**src/rtl/state_dump_unit_if.sv**
```systemverilog
// state_dump_unit_if
// Beat stream carried from the state dump engine to its sink.
//   out_valid  : beat available (engine -> sink)
//   out_ready  : sink accepts the beat (sink -> engine)
//   out_data   : 32-bit beat payload
//   out_kind   : 0 = PC, 1 = register, 2 = data-memory word
//   out_index  : register number or data-memory word number (0 for PC)
// The master modport is the engine side and the slave modport is the sink side.
`timescale 1ns/1ps
interface state_dump_unit_if;
    logic        out_valid;
    logic        out_ready;
    logic [31:0] out_data;
    logic [1:0]  out_kind;
    logic [7:0]  out_index;

    modport master (
        output out_valid,
        output out_data,
        output out_kind,
        output out_index,
        input  out_ready
    );

    modport slave (
        input  out_valid,
        input  out_data,
        input  out_kind,
        input  out_index,
        output out_ready
    );
endinterface

```
**src/rtl/state_dump_unit.sv**
```systemverilog
// state_dump_unit
// End-of-run state dump engine for the single-cycle MIPS core.  A start pulse
// in IDLE captures the PC.  The engine then walks the register file through a
// spare read port and assembles big-endian words from the byte-wide
// data-memory read port.  Each item leaves as one 32-bit beat on a
// valid/ready stream.  The beat order is PC, R0..R31, DM0..DM(DM_WORDS-1).
// Ports:
//   clk, rst   : clock and synchronous active-high reset
//   start      : begin a dump (honoured only in IDLE)
//   pc_in      : program counter captured on an accepted start
//   rf_raddr   : register-file read address, with rf_rdata as its combinational data
//   dm_addr    : data-memory byte address, with dm_rdata as its combinational byte
//   busy       : dump in progress
//   done       : one-cycle pulse after the final beat is accepted
//   dump       : beat stream (master side of state_dump_unit_if)
`timescale 1ns/1ps
module state_dump_unit #(
    parameter int          DM_WORDS = 9,
    parameter logic [31:0] DM_BASE  = 32'h0000_0000
) (
    input  logic                     clk,
    input  logic                     rst,
    input  logic                     start,
    input  logic [31:0]              pc_in,
    output logic [4:0]               rf_raddr,
    input  logic [31:0]              rf_rdata,
    output logic [31:0]              dm_addr,
    input  logic [7:0]               dm_rdata,
    output logic                     busy,
    output logic                     done,
    state_dump_unit_if.master        dump
);

    localparam logic [2:0] ST_IDLE    = 3'd0;
    localparam logic [2:0] ST_PC_SEND = 3'd1;
    localparam logic [2:0] ST_RF_LOAD = 3'd2;
    localparam logic [2:0] ST_RF_SEND = 3'd3;
    localparam logic [2:0] ST_DM_BYTE = 3'd4;
    localparam logic [2:0] ST_DM_SEND = 3'd5;
    localparam logic [2:0] ST_FINISH  = 3'd6;

    localparam logic [7:0] LAST_WORD = 8'(DM_WORDS - 1);

    // Shift a new byte in at the bottom so byte 0 of a word ends in bits 31:24.
    function automatic logic [31:0] shift_in_byte(input logic [31:0] acc, input logic [7:0] b);
        return {acc[23:0], b};
    endfunction

    logic [2:0]  state_r;
    logic [4:0]  idx_r;
    logic [7:0]  word_r;
    logic [1:0]  byte_r;
    logic [31:0] acc_r;
    logic        out_valid_r;
    logic [31:0] out_data_r;
    logic [1:0]  out_kind_r;
    logic [7:0]  out_index_r;
    logic        busy_r;
    logic        done_r;
    logic [4:0]  rf_raddr_r;
    logic [31:0] dm_addr_r;
    logic        hs_s;
    logic [31:0] assembled_s;

    assign hs_s        = out_valid_r & dump.out_ready;
    assign assembled_s = shift_in_byte(acc_r, dm_rdata);

    assign dump.out_valid = out_valid_r;
    assign dump.out_data  = out_data_r;
    assign dump.out_kind  = out_kind_r;
    assign dump.out_index = out_index_r;
    assign busy           = busy_r;
    assign done           = done_r;
    assign rf_raddr       = rf_raddr_r;
    assign dm_addr        = dm_addr_r;

    // Dump sequencer: read addresses are loaded one state ahead so they are
    // already stable during the load state that samples the read data.
    always_ff @(posedge clk) begin
        if (rst) begin
            state_r     <= ST_IDLE;
            idx_r       <= 5'd0;
            word_r      <= 8'd0;
            byte_r      <= 2'd0;
            acc_r       <= 32'd0;
            out_valid_r <= 1'b0;
            out_data_r  <= 32'd0;
            out_kind_r  <= 2'd0;
            out_index_r <= 8'd0;
            busy_r      <= 1'b0;
            done_r      <= 1'b0;
            rf_raddr_r  <= 5'd0;
            dm_addr_r   <= 32'd0;
        end else begin
            done_r <= 1'b0;
            case (state_r)
                ST_IDLE: begin
                    if (start) begin
                        out_data_r  <= pc_in;
                        out_kind_r  <= 2'd0;
                        out_index_r <= 8'd0;
                        out_valid_r <= 1'b1;
                        busy_r      <= 1'b1;
                        state_r     <= ST_PC_SEND;
                    end
                end
                ST_PC_SEND: begin
                    if (hs_s) begin
                        out_valid_r <= 1'b0;
                        idx_r       <= 5'd0;
                        rf_raddr_r  <= 5'd0;
                        state_r     <= ST_RF_LOAD;
                    end
                end
                ST_RF_LOAD: begin
                    out_data_r  <= rf_rdata;
                    out_kind_r  <= 2'd1;
                    out_index_r <= {3'b000, idx_r};
                    out_valid_r <= 1'b1;
                    state_r     <= ST_RF_SEND;
                end
                ST_RF_SEND: begin
                    if (hs_s) begin
                        out_valid_r <= 1'b0;
                        if (idx_r == 5'd31) begin
                            word_r    <= 8'd0;
                            byte_r    <= 2'd0;
                            dm_addr_r <= DM_BASE;
                            state_r   <= ST_DM_BYTE;
                        end else begin
                            idx_r      <= idx_r + 5'd1;
                            rf_raddr_r <= idx_r + 5'd1;
                            state_r    <= ST_RF_LOAD;
                        end
                    end
                end
                ST_DM_BYTE: begin
                    acc_r <= assembled_s;
                    if (byte_r == 2'd3) begin
                        out_data_r  <= assembled_s;
                        out_kind_r  <= 2'd2;
                        out_index_r <= word_r;
                        out_valid_r <= 1'b1;
                        state_r     <= ST_DM_SEND;
                    end else begin
                        byte_r    <= byte_r + 2'd1;
                        dm_addr_r <= dm_addr_r + 32'd1;
                    end
                end
                ST_DM_SEND: begin
                    if (hs_s) begin
                        out_valid_r <= 1'b0;
                        if (word_r == LAST_WORD) begin
                            done_r  <= 1'b1;
                            busy_r  <= 1'b0;
                            state_r <= ST_FINISH;
                        end else begin
                            word_r    <= word_r + 8'd1;
                            byte_r    <= 2'd0;
                            // Still holding byte 3 of the previous word, so +1
                            // lands on byte 0 of the next word.
                            dm_addr_r <= dm_addr_r + 32'd1;
                            state_r   <= ST_DM_BYTE;
                        end
                    end
                end
                ST_FINISH: begin
                    state_r <= ST_IDLE;
                end
                default: begin
                    state_r <= ST_IDLE;
                end
            endcase
        end
    end

endmodule

```
**src/flat_wrapper.sv**
```systemverilog
// flat-port wrapper written by rule: the top's interface ports become plain ports
module state_dump_unit_flat 
#(
    parameter int          DM_WORDS = 9,
    parameter logic [31:0] DM_BASE  = 32'h0000_0000
)
  (clk, rst, start, pc_in, rf_raddr, rf_rdata, dm_addr, dm_rdata, busy, done, dump_out_valid, dump_out_data, dump_out_kind, dump_out_index, dump_out_ready);
  state_dump_unit_if dump_i ();
  input  logic clk;
  input  logic rst;
  input  logic start;
  input  logic [31:0] pc_in;
  output logic [4:0] rf_raddr;
  input  logic [31:0] rf_rdata;
  output logic [31:0] dm_addr;
  input  logic [7:0] dm_rdata;
  output logic busy;
  output logic done;
  output wire logic [$bits(dump_i.out_valid)-1:0] dump_out_valid;
  output wire logic [$bits(dump_i.out_data)-1:0] dump_out_data;
  output wire logic [$bits(dump_i.out_kind)-1:0] dump_out_kind;
  output wire logic [$bits(dump_i.out_index)-1:0] dump_out_index;
  input wire logic [$bits(dump_i.out_ready)-1:0] dump_out_ready;
  assign dump_out_valid = dump_i.out_valid;
  assign dump_out_data = dump_i.out_data;
  assign dump_out_kind = dump_i.out_kind;
  assign dump_out_index = dump_i.out_index;
  assign dump_i.out_ready = dump_out_ready;
  state_dump_unit #(.DM_WORDS(DM_WORDS), .DM_BASE(DM_BASE)) u_core (.clk(clk), .rst(rst), .start(start), .pc_in(pc_in), .rf_raddr(rf_raddr), .rf_rdata(rf_rdata), .dm_addr(dm_addr), .dm_rdata(dm_rdata), .busy(busy), .done(done), .dump(dump_i));
endmodule
```
**config.mk**
```make
export PLATFORM = sky130hd
export DESIGN_NAME = state_dump_unit_flat
export DESIGN_NICKNAME = d
export VERILOG_FILES = /design/src/rtl/state_dump_unit_if.sv /design/src/rtl/state_dump_unit.sv /design/src/flat_wrapper.sv
export SDC_FILE = /design/constraint.sdc
export NUM_CORES = 1
export LEC_CHECK = 0
export ABC_AREA = 1
export BUFFER_PORTS_ARGS = -buffer_cell sky130_fd_sc_hd__buf_2
export CORE_MARGIN = 1.5
export CORE_UTILIZATION = 40
export DETAILED_ROUTE_END_ITERATION = 16
export GPL_ROUTABILITY_DRIVEN = 1
export PLACE_DENSITY_LB_ADDON = 0.05
export SYNTH_ARGS = -nofsm -noshare
export SYNTH_HDL_FRONTEND = slang
export SYNTH_SLANG_ARGS = --single-unit
```
**constraint.sdc**
```tcl
create_clock -name clk -period 3.1 [get_ports clk]
set_clock_uncertainty 0.1 [all_clocks]
set_input_delay 0.62 -clock clk [delete_from_list [all_inputs] [get_ports clk]]
set_output_delay 0.62 -clock clk [all_outputs]
set_load 0.02 [all_outputs]
```
==> flow_metrics.tcl, run 1 <==
set metrics [dict create \
    status "completed" \
    grt_first_pass_wirelength_um 31040 \
    cp-end-kind "register" \
    drv_cap 0 \
    ys_top_cells_by_area "dfxtp_1, nand2_1, a21oi_1" \
    track_usage 0.2390 \
    die_y_um 127.6 \
    switching_share 0.4271 \
    synth.largest_area_cell "dfxtp_1" \
    synth_compound_area_frac 0.1159 \
    leakage_uw 0.003228 \
    routed_via_density 5.138 \
    hold_buffers 0 \
    start_util 0.4082 \
    grt_overflow 0 \
    tightest_slew_ns 0.6869 \
    hpwl_um 13550 \
    ys_seq_area_frac 0.3839 \
    dr.pass1.iters 5 \
    intPower_uw 3686 \
    synthSimpleGateAreaFrac 0.4081 \
    reg2reg_slack_ns 0.80 \
    timing.setup.tns_ns 0 \
    ctsResizeCount 0 \
    h-tree-depth 4 \
    core_area_um2 15200 \
    finalCriticalPeriod_ns 2.303 \
    place_congestion 0.8280 \
    cts_root_buf "clkbuf_16" \
    clk_latency_ns 0.41 \
    multi_input_area_um2 3362 \
    fmax_mhz 434.3 \
    synth_xor_area_frac 0.005645 \
    synth-seq-cells 119 \
    place_area_um2 7056 \
    antenna_found_initial 2 \
    hold_violations 0 \
    syn_avg_cell_area_um2 6.492 \
    drt_iter0_drc 406 \
    synth_fa_ha_area_frac 0.01210 \
    critPathKind "reg -> reg" \
    drive_above_1_share 0.1951 \
    crit_path_start_kind "register" \
    cts_num_sinks 119 \
    maxSlewHeadroom 0.5421 \
    route.antenna.remaining_nets 0 \
    p_seq_frac 0.308 \
    num_antenna_cells 0 \
    final_area_um2 7590 \
    drv_slew 0 \
    totalWireLength_um 19100 \
    synthDistinctLibCells 39 \
    std_cell_rows 45 \
    cts_buffers 17 \
    n_fill_cell 1670 \
    fin_util 0.4993 \
    setup_viol 0 \
    ys_warn_count 0 \
    combPwrFrac 0.411 \
    dieArea_um2 16270 \
    switchingPower_uw 2748 \
    syn_area_um2 6206 \
    grt_max_degree 63 \
    nets 1173 \
    p_clk_frac 0.281 \
    peakVddDrop_mv 0.5856 \
    fin_crit_sh 0.7428 \
    synth_top_family_by_area "simple AND/OR/NAND/NOR gates" \
    grt_pass1_vias 6064 \
    num_io_pins 158 \
    postCtsSetupBuffers 0 \
    vias 6628 \
    cts_tree "built" \
    netlist.area_leader.share 0.3839 \
    path_clk_slew_ns 0.05 \
    path_max_fanout 14 \
    drc_errors 0 \
    min_path_type "reg -> reg" \
    wl_per_cell_um 14.80 \
    clockBufferDepth 2 \
    synthesis.nets 1038 \
    synth_mux_area_frac 0 \
    required_ns 3.36 \
    area_growth_pct 22.30 \
    arrival_ns 2.56 \
    io_buffers 157 \
    regArea_um2 2382 \
    power_density_nw_per_um2 847.6 \
    synthCells 956 \
    die_w_um 127.6 \
    rsz0062_at_grt "false" \
]
worst max-delay path: stages (launching register included):
cell     delay, ns
dfxtp_1       0.38
ha_1          0.19
nand2_1       0.08
nor2_1        0.10
ha_1          0.17
inv_1         0.06
o21ai_2       0.23
nand4_2       0.31
buf_4         0.30
o21ai_0       0.20
nand2_1       0.07
inv_1         0.04
per-stage QoR:
step                hold WS [ns]  instances  total power, uW  setup slack [ns]
global placement          0.3501       1260             4664            0.8042
global route              0.3788       1290             6896            0.6129
detailed placement        0.3555       1260             4673            0.8249
finish                    0.3576       1290             6433            0.7974
floorplan                 0.3454        956             4021             1.114
CTS                       0.3632       1290             6490            0.8068
path summary, 6_finish.rpt:
kind | start | endpoint | cells past startpoint
hold reg to reg | u_core.dump.out_index[5]$_SDFFE_PP0P_ | u_core.dump.out_index[5]$_SDFFE_PP0P_ | 2
setup reg to reg | u_core.rf_raddr[0]$_SDFFE_PP0P_ | u_core.dm_addr[11]$_SDFFE_PP0P_ | 11
setup / recovery | u_core.rf_raddr[0]$_SDFFE_PP0P_ | u_core.dm_addr[11]$_SDFFE_PP0P_ | 11
hold / removal | u_core.dump.out_index[5]$_SDFFE_PP0P_ | u_core.dump.out_index[5]$_SDFFE_PP0P_ | 2
cells in the mapped netlist:
| cell | instances |
|---|---|
| nand2_1 | 313 |
| dfxtp_1 | 119 |
| a21oi_1 | 108 |
| nor2_1 | 105 |
| nand3_1 | 89 |
| inv_1 | 49 |
| nand4_1 | 36 |
| clkbuf_1 | 28 |
| buf_2 | 17 |
| o21ai_0 | 14 |
| nor3_1 | 13 |
| ha_1 | 6 |
| inv_2 | 5 |
| nand2_2 | 5 |
| nand3b_1 | 5 |
| o22ai_1 | 5 |
| buf_4 | 3 |
| buf_6 | 3 |
| nor2_4 | 3 |
| nor3b_1 | 3 |
| o21ai_1 | 3 |
| xor2_1 | 3 |
| a211oi_1 | 2 |
| nand3_2 | 2 |
| nand4_2 | 2 |
| o21a_1 | 2 |
| a22oi_1 | 1 |
| and2_1 | 1 |
| clkinv_1 | 1 |
| inv_6 | 1 |
| nand2_4 | 1 |
| nand3_4 | 1 |
| nor2_2 | 1 |
| nor3_2 | 1 |
| o2111ai_1 | 1 |
| o21ai_2 | 1 |
| o21bai_1 | 1 |
| or2_2 | 1 |
| xnor2_1 | 1 |
kinds of logic (layout without fill, tap and decap cells):
kind of cell / Yosys count / in the layout
flip-flops: 119 / 119
XOR/XNOR: 4 / 4
adder cells (fa/ha/maj): 6 / 6
AO/OA/AOI/OAI: 138 / 138
AND/OR/NAND/NOR: 582 / 582
buffers and inverters: 107 / 253
sequential cells by signal (all words and copies together) (netlist names):
signal,flops
u_core.dump.out_kind,2
u_core.dump.out_valid,1
u_core.done,1
u_core.dm_addr,32
u_core.acc_r,24
u_core.byte_r,2
u_core.dump.out_index,8
u_core.busy,1
u_core.dump.out_data,32
u_core.rf_raddr,5
u_core.state_r,3
u_core.word_r,8
power by group through the flow:
stage | sequential, uW | clock, uW | combinational (uW)
after CTS | 1980 | 1840 | 2670
after detailed placement | 2000 | 0 | 2670
after global routing | 2010 | 1930 | 2960
after global placement | 2010 | 0 | 2650
after floorplan | 2160 | 0 | 1860
final | 1980 | 1810 | 2650
routing by layer:
layer  part of all wire  global-route usage
met1               0.48              0.3194
met2               0.45              0.3755
met3              0.057             0.06114
met4              0.016             0.08088
met5                  0                   0
layout make-up:
cell class / count / share of cell area
clock buffer: 26 / 0.06446
multi-input combinational: 730 / 0.4430
timing repair buffer: 167 / 0.1134
clock inverter: 4 / 0.005935
inverter: 56 / 0.02835
sequential: 119 / 0.3139
tap: 188 / 0.03099
layout by cell type (no fill, tap or decap), types with 2 or more instances in the layout:
master     netlist  routed
inv_1           49      49
nor3_1          13      13
buf_4            3      10
clkbuf_8         0       3
clkinv_2         0       3
nand3b_1         5       5
xor2_1           3       3
clkbuf_1        28       6
nor2_1         105     105
o21a_1           2       2
o22ai_1          5       5
nor2_4           3       3
nand2_2          5       5
clkbuf_16        0      17
buf_2           17     157
nand4_2          2       2
nand3_1         89      89
o21ai_0         14      14
inv_2            5       5
a211oi_1         2       2
nand3_2          2       2
ha_1             6       6
nor3b_1          3       3
nand2_1        313     313
dfxtp_1        119     119
o21ai_1          3       3
nand4_1         36      36
a21oi_1        108     108
Power figures use the tool's default switching activity.
==> run 2: changes to the inputs <==
==> constraint.sdc (replaced) <==
create_clock -name clk -period 2.08 [get_ports clk]
set_clock_uncertainty 0.1 [all_clocks]
set_input_delay 0.416 -clock clk [delete_from_list [all_inputs] [get_ports clk]]
set_output_delay 0.416 -clock clk [all_outputs]
set_load 0.02 [all_outputs]
==> run 2 against run 1 <==
Sequential cell count did not move. Die area did not move. Clock-buffer cell count fell by 4. Global-route usage fell by 0.37 points. Non-clock buffer count rose by 26. Fmax rose by 15%. Register-to-register slack got worse by 0.72 ns. Cell count rose by 2.1%. Sequential power rose by 47%. Combinational power rose by 84%. Largest power group unchanged. Wire length rose by 1.9%. Critical path type unchanged.
==> flow_metrics.tcl, run 2 (synthesis gave the netlist of run 1 again) <==
set metrics [dict create \
    drc_errors 0 \
    rr_worst_depth 12 \
    grt_overflow 0 \
    drive_above_1_share 0.2259 \
    route.met2.wl_um 8891 \
    hpwl_um 13520 \
    std_cell_rows 45 \
    cts_tree "built" \
    hold_violations 0 \
    die_y_um 127.6 \
    status "completed" \
    cts_num_sinks 119 \
    arrival_ns 2.25 \
    drv_cap 0 \
    start_util 0.4082 \
    grt_pass1_vias 6136 \
    clockBufferDepth 2 \
    nets 1199 \
    cts_root_buf "clkbuf_16" \
    path_clk_slew_ns 0.06 \
    num_antenna_cells 0 \
    critPathKind "reg -> reg" \
    drt_iter0_drc 512 \
    final_common_cell "nand2_1" \
    die_w_um 127.6 \
    timing.setup.tns_ns 0 \
    leakage_uw 0.003436 \
    highest_layer "met4" \
    combPwrFrac 0.452 \
    power_density_nw_per_um2 1346 \
    setup_viol 0 \
    wl_per_cell_um 14.78 \
    finalCriticalPeriod_ns 2.002 \
    p_clk_frac 0.278 \
    p_seq_frac 0.270 \
    num_io_pins 158 \
    fin_crit_sh 0.9624 \
    fmax_mhz 499.5 \
    intPower_uw 6389 \
    path_max_fanout 8 \
    dr.pass1.iters 5 \
    dp_slack_ns 0.07879 \
    drv_slew 0 \
    clk_latency_ns 0.42 \
    crit_path_start_kind "register" \
    cts_buffers 17 \
    routed_via_density 5.231 \
    grt_first_pass_wirelength_um 30500 \
    totalWireLength_um 19460 \
    route.antenna.remaining_nets 0 \
    track_usage 0.2352 \
    switching_share 0.4074 \
    min_path_type "in -> reg" \
    cp-end-kind "register" \
    required_ns 2.32 \
    grt_max_degree 79 \
    final_cell_mix "nand2_1, buf_2, dfxtp_1" \
    layout_setup_ws_ns 0.07815 \
    dieArea_um2 16270 \
    whs_path_depth 3 \
    area_growth_pct 29.11 \
    h-tree-depth 4 \
    antenna_found_initial 0 \
    core_area_um2 15200 \
    wl_met1_um 8738 \
    place_congestion 0.8450 \
    maxSlewHeadroom 0.6991 \
    switchingPower_uw 4392 \
    io_buffers 157 \
    vias 6889 \
    dr_wl_met3_um 1384 \
    tightest_slew_ns 0.4497 \
    peakVddDrop_mv 0.8093 \
]
==> run 2: cell types whose count changed in the layout (fill, tap and decap cells not counted), sizes merged <==
cell	before	now
buf	167	190
bufinv	1	3
clkbuf	26	25
clkinv	4	7
==> run 2: path summary, 6_finish.rpt <==
kind	slack, ns	start	to
setup / recovery	0.08	u_core.rf_raddr[1]$_SDFFE_PP0P_	u_core.dm_addr[10]$_SDFFE_PP0P_
hold / removal	0.19	dm_rdata[5]	u_core.acc_r[5]$_SDFFE_PP0N_
setup reg to reg	0.08	u_core.rf_raddr[1]$_SDFFE_PP0P_	u_core.dm_addr[10]$_SDFFE_PP0P_
hold reg to reg	0.36	u_core.dump.out_index[5]$_SDFFE_PP0P_	u_core.dump.out_index[5]$_SDFFE_PP0P_
==> run 2: through the flow <==
| stage | cells | total power [uW] | util | hold WS, ns | cell area [um2] |
|---|---|---|---|---|---|
| global placement | 1280 | 7273 | 0.4773 | 0.3482 | 7256 |
| floorplan | 956 | 5993 | - | 0.3454 | 6206 |
| global route | 1317 | 11480 | 0.5271 | 0.1964 | 8013 |
| detailed placement | 1280 | 7284 | 0.4773 | 0.3527 | 7256 |
| CTS | 1311 | 10310 | 0.5166 | 0.1698 | 7854 |
| finish | 1317 | 10780 | 0.5271 | 0.1869 | 8013 |
==> run 2: what timing repair did <==
| item | 4_1_cts | 5_1_grt |
|---|---|---|
| gates resized for setup | 0 | 13 |
| endpoints found under the setup margin | 0 | 34 |
| setup buffers | 0 | 1 |
| hold buffers | 0 | 0 |
==> run 2: power by group through the flow <==
| stage | clock network (uW) | registers, uW | logic [uW] |
|---|---|---|---|
| after detailed placement | 0 | 2940 | 4340 |
| after floorplan | 0 | 3220 | 2770 |
| after global placement | 0 | 2950 | 4320 |
| after CTS | 3060 | 2900 | 4350 |
| after global routing | 3160 | 2960 | 5370 |
| final | 3000 | 2910 | 4870 |
==> run 2: cell type report <==
type | instances | area [um2]
Clock inverter | 9 | 123.9
Multi-Input combinational cell | 730 | 3396
Tap cell | 188 | 235.2
Clock buffer | 22 | 474.2
Inverter | 56 | 215.2
Fill cell | 1557 | 7189
Sequential cell | 119 | 2386
Timing Repair Buffer | 193 | 1182
==> run 2: metal layers <==
layer  GRT usage  vias up
li1            -     3478
met1      0.3115     3102
met2      0.3765      273
met3     0.05653       36
met4     0.07821        0
met5           0        -
==> run 2: worst max-delay path: stages, from the launching register on <==
cell and delay [ns]:
dfxtp_2 0.36, ha_4 0.14, nand2_2 0.06, nor2_1 0.11, ha_2 0.18, inv_1 0.07, o21ai_4 0.16, nand3_2 0.10
nor2_4 0.14, buf_12 0.15, clkbuf_16 0.16, nand2_1 0.07, a21oi_2 0.11
==> run 3: changes to the inputs <==
--- a/config.mk
+++ b/config.mk
@@ -12,6 +12,7 @@
 export DETAILED_ROUTE_END_ITERATION = 16
 export GPL_ROUTABILITY_DRIVEN = 1
 export PLACE_DENSITY_LB_ADDON = 0.05
+export REMOVE_ABC_BUFFERS = 1
 export SYNTH_ARGS = -nofsm -noshare
 export SYNTH_HDL_FRONTEND = slang
 export SYNTH_SLANG_ARGS = --single-unit
==> constraint.sdc (replaced) <==
create_clock -name clk -period 1.9 [get_ports clk]
set_clock_uncertainty 0.1 [all_clocks]
set_input_delay 0.38 -clock clk [delete_from_list [all_inputs] [get_ports clk]]
set_output_delay 0.38 -clock clk [all_outputs]
set_load 0.02 [all_outputs]
==> run 3 against run 2 <==
The run now ends with setup timing left. Cell count rose by 2.1%. Worst setup slack got worse by 0.11 ns. Register-to-register slack worse by 0.11 ns. Wire length grew 1.8%.
==> flow_metrics.tcl, run 3 (synthesis gave the netlist of run 1 again) <==
set metrics [dict create \
    grt_pass1_vias 6317 \
    dieArea_um2 16270 \
    place_congestion 0.8418 \
    rr_worst_depth 13 \
    min_path_type "in -> reg" \
    grt_overflow 0 \
    area_growth_pct 36.75 \
    violations "setup timing" \
    min-delay-start "dm_rdata[7]" \
    dr.pass1.iters 5 \
    p_clk_frac 0.268 \
    worst_r2r_endpoint "u_core.dm_addr[8]$_SDFFE_PP0P_" \
    n_fill_cell 1544 \
    cts_root_buf "clkbuf_16" \
    switchingPower_uw 5105 \
    hold_buffers 0 \
    whs_endpoint "u_core.acc_r[7]$_SDFFE_PP0N_" \
    path_max_fanout 8 \
    fin_crit_sh 1.017 \
    leakage_uw 0.003683 \
    routed_via_density 5.181 \
    hold_violations 0 \
    drive_above_1_share 0.2723 \
    drv_cap 0 \
    maxSlewHeadroom 0.6618 \
    antenna_found_initial 0 \
    nets 1227 \
    start_util 0.4082 \
    finalCriticalPeriod_ns 1.933 \
    wl_per_cell_um 14.74 \
    p_seq_frac 0.249 \
    tightest_slew_ns 0.5067 \
    grt_first_pass_wirelength_um 31640 \
    required_ns 2.15 \
    cp-end-kind "register" \
    whs_path_depth 3 \
    arrival_ns 2.19 \
    power_density_nw_per_um2 1499 \
    setup_viol 11 \
    io_buffers 157 \
    clockBufferDepth 2 \
    multi_input_area_um2 3557 \
    final_area_um2 8487 \
    peakVddDrop_mv 0.8103 \
    cts_tree "built" \
    place_area_um2 7443 \
    totalWireLength_um 19820 \
    std_cell_rows 45 \
    final_common_cell "nand2_1" \
    hpwl_um 13260 \
    h-tree-depth 4 \
    clk_latency_ns 0.42 \
    route.antenna.remaining_nets 0 \
    drc_errors 0 \
    grt_max_degree 76 \
    cts_num_sinks 119 \
    crit_path_start_kind "register" \
    track_usage 0.2433 \
    drv_slew 0 \
    path_clk_slew_ns 0.06 \
    reg2reg_slack_ns -0.03 \
    whs_ns 0.1338 \
    drt_iter0_drc 365 \
    num_antenna_cells 0 \
    final_cell_mix "nand2_1, buf_2, dfxtp_1" \
    rsz0062_at_grt "true" \
    regArea_um2 2390 \
    switching_share 0.4012 \
    status "complete, but fails checks" \
    layout_setup_ws_ns -0.03317 \
    num_io_pins 158 \
    fin_util 0.5583 \
    intPower_uw 7619 \
    die_w_um 127.6 \
    critPathKind "reg -> reg" \
    r2r-start "u_core.rf_raddr[0]$_SDFFE_PP0P_" \
    core_area_um2 15200 \
    fmax_mhz 517.3 \
    vias 6969 \
    cts_buffers 17 \
    die_y_um 127.6 \
    combPwrFrac 0.483 \
]
-- run 3: changes by cell type in the layout (fill, tap and decap cells not counted), moves of 7 or more --
cell     change
buf_4       +21
a21oi_1     -14
a21oi_2     +13
nand2_1      -9
nand2_4      +7
-- run 3: layout make-up --
type / count / share of cell area
clock inverters: 9 / 0.01740
well taps: 188 / 0.02772
inverters: 56 / 0.02550
multi-input cells: 730 / 0.4191
flip-flops and latches: 119 / 0.2816
clock buffers: 22 / 0.05588
repair buffers: 221 / 0.1728
-- run 3: through the flow --
step | setup slack [ns] | power (uW) | std cells | setup TNS [ns]
global placement | -0.006554 | 8256 | 1300 | -0.006554
finish | -0.03317 | 12720 | 1345 | -0.2014
detailed placement | -0.05660 | 8256 | 1300 | -0.8033
CTS | -0.04660 | 12570 | 1343 | -0.3815
floorplan | -0.6562 | 6104 | 905 | -58.91
global route | -0.1528 | 13500 | 1345 | -3.250
-- run 3: worst max-delay path by stage --
stage                                     from                                   end  slack [ns]  cells past startpoint
6_report       u_core.rf_raddr[0]$_SDFFE_PP0P_        u_core.dm_addr[8]$_SDFFE_PP0P_       -0.03                     13
3_5_place_dp   u_core.rf_raddr[1]$_SDFFE_PP0P_       u_core.dm_addr[11]$_SDFFE_PP0P_       -0.06                     11
2_1_floorplan   u_core.state_r[1]$_SDFFE_PP0P_  u_core.dump.out_data[0]$_SDFFE_PP0P_       -0.66                      7
5_1_grt        u_core.rf_raddr[0]$_SDFFE_PP0P_       u_core.dm_addr[16]$_SDFFE_PP0P_       -0.15                     12
4_1_cts        u_core.rf_raddr[0]$_SDFFE_PP0P_        u_core.dm_addr[0]$_SDFFE_PP0P_       -0.05                     10
3_3_place_gp   u_core.rf_raddr[0]$_SDFFE_PP0P_       u_core.dm_addr[11]$_SDFFE_PP0P_      -0.007                     11
-- run 3: critical path: stages, from the launching register on --
cell and delay, ns:
dfxtp_2 0.35, ha_4 0.15, nand2_4 0.06, nor2_4 0.10
ha_4 0.13, inv_2 0.04, o21ai_4 0.16, nand3_2 0.11
nor2_4 0.11, buf_6 0.13, buf_12 0.12, buf_16 0.13
nand2_1 0.06, a21oi_1 0.11
-- run 3: per-layer routing --
metal  track usage  wire length [um]
met2        0.3927              9260
met5             0                 0
met1        0.3268              9122
met4       0.08356               327
met3       0.04523              1109
-- run 3: repair_timing --
| action | in CTS | in global routing |
|---|---|---|
| pin swaps | 4 | 13 |
| resized for setup | 18 | 50 |
| buffers inserted | 8 | 1 |
| setup endpoints to repair | 32 | 71 |
| cloned | 4 | 1 |
| endpoints found under the hold margin | 0 | 0 |
-- run 3: power groups by stage --
stage	Combinational [uW]	Clock (uW)	Sequential, uW
floorplan	2470	0	3630
global placement	5060	0	3190
detailed placement	5060	0	3200
CTS	5950	3470	3150
global route	6720	3570	3210
finish	6150	3410	3160
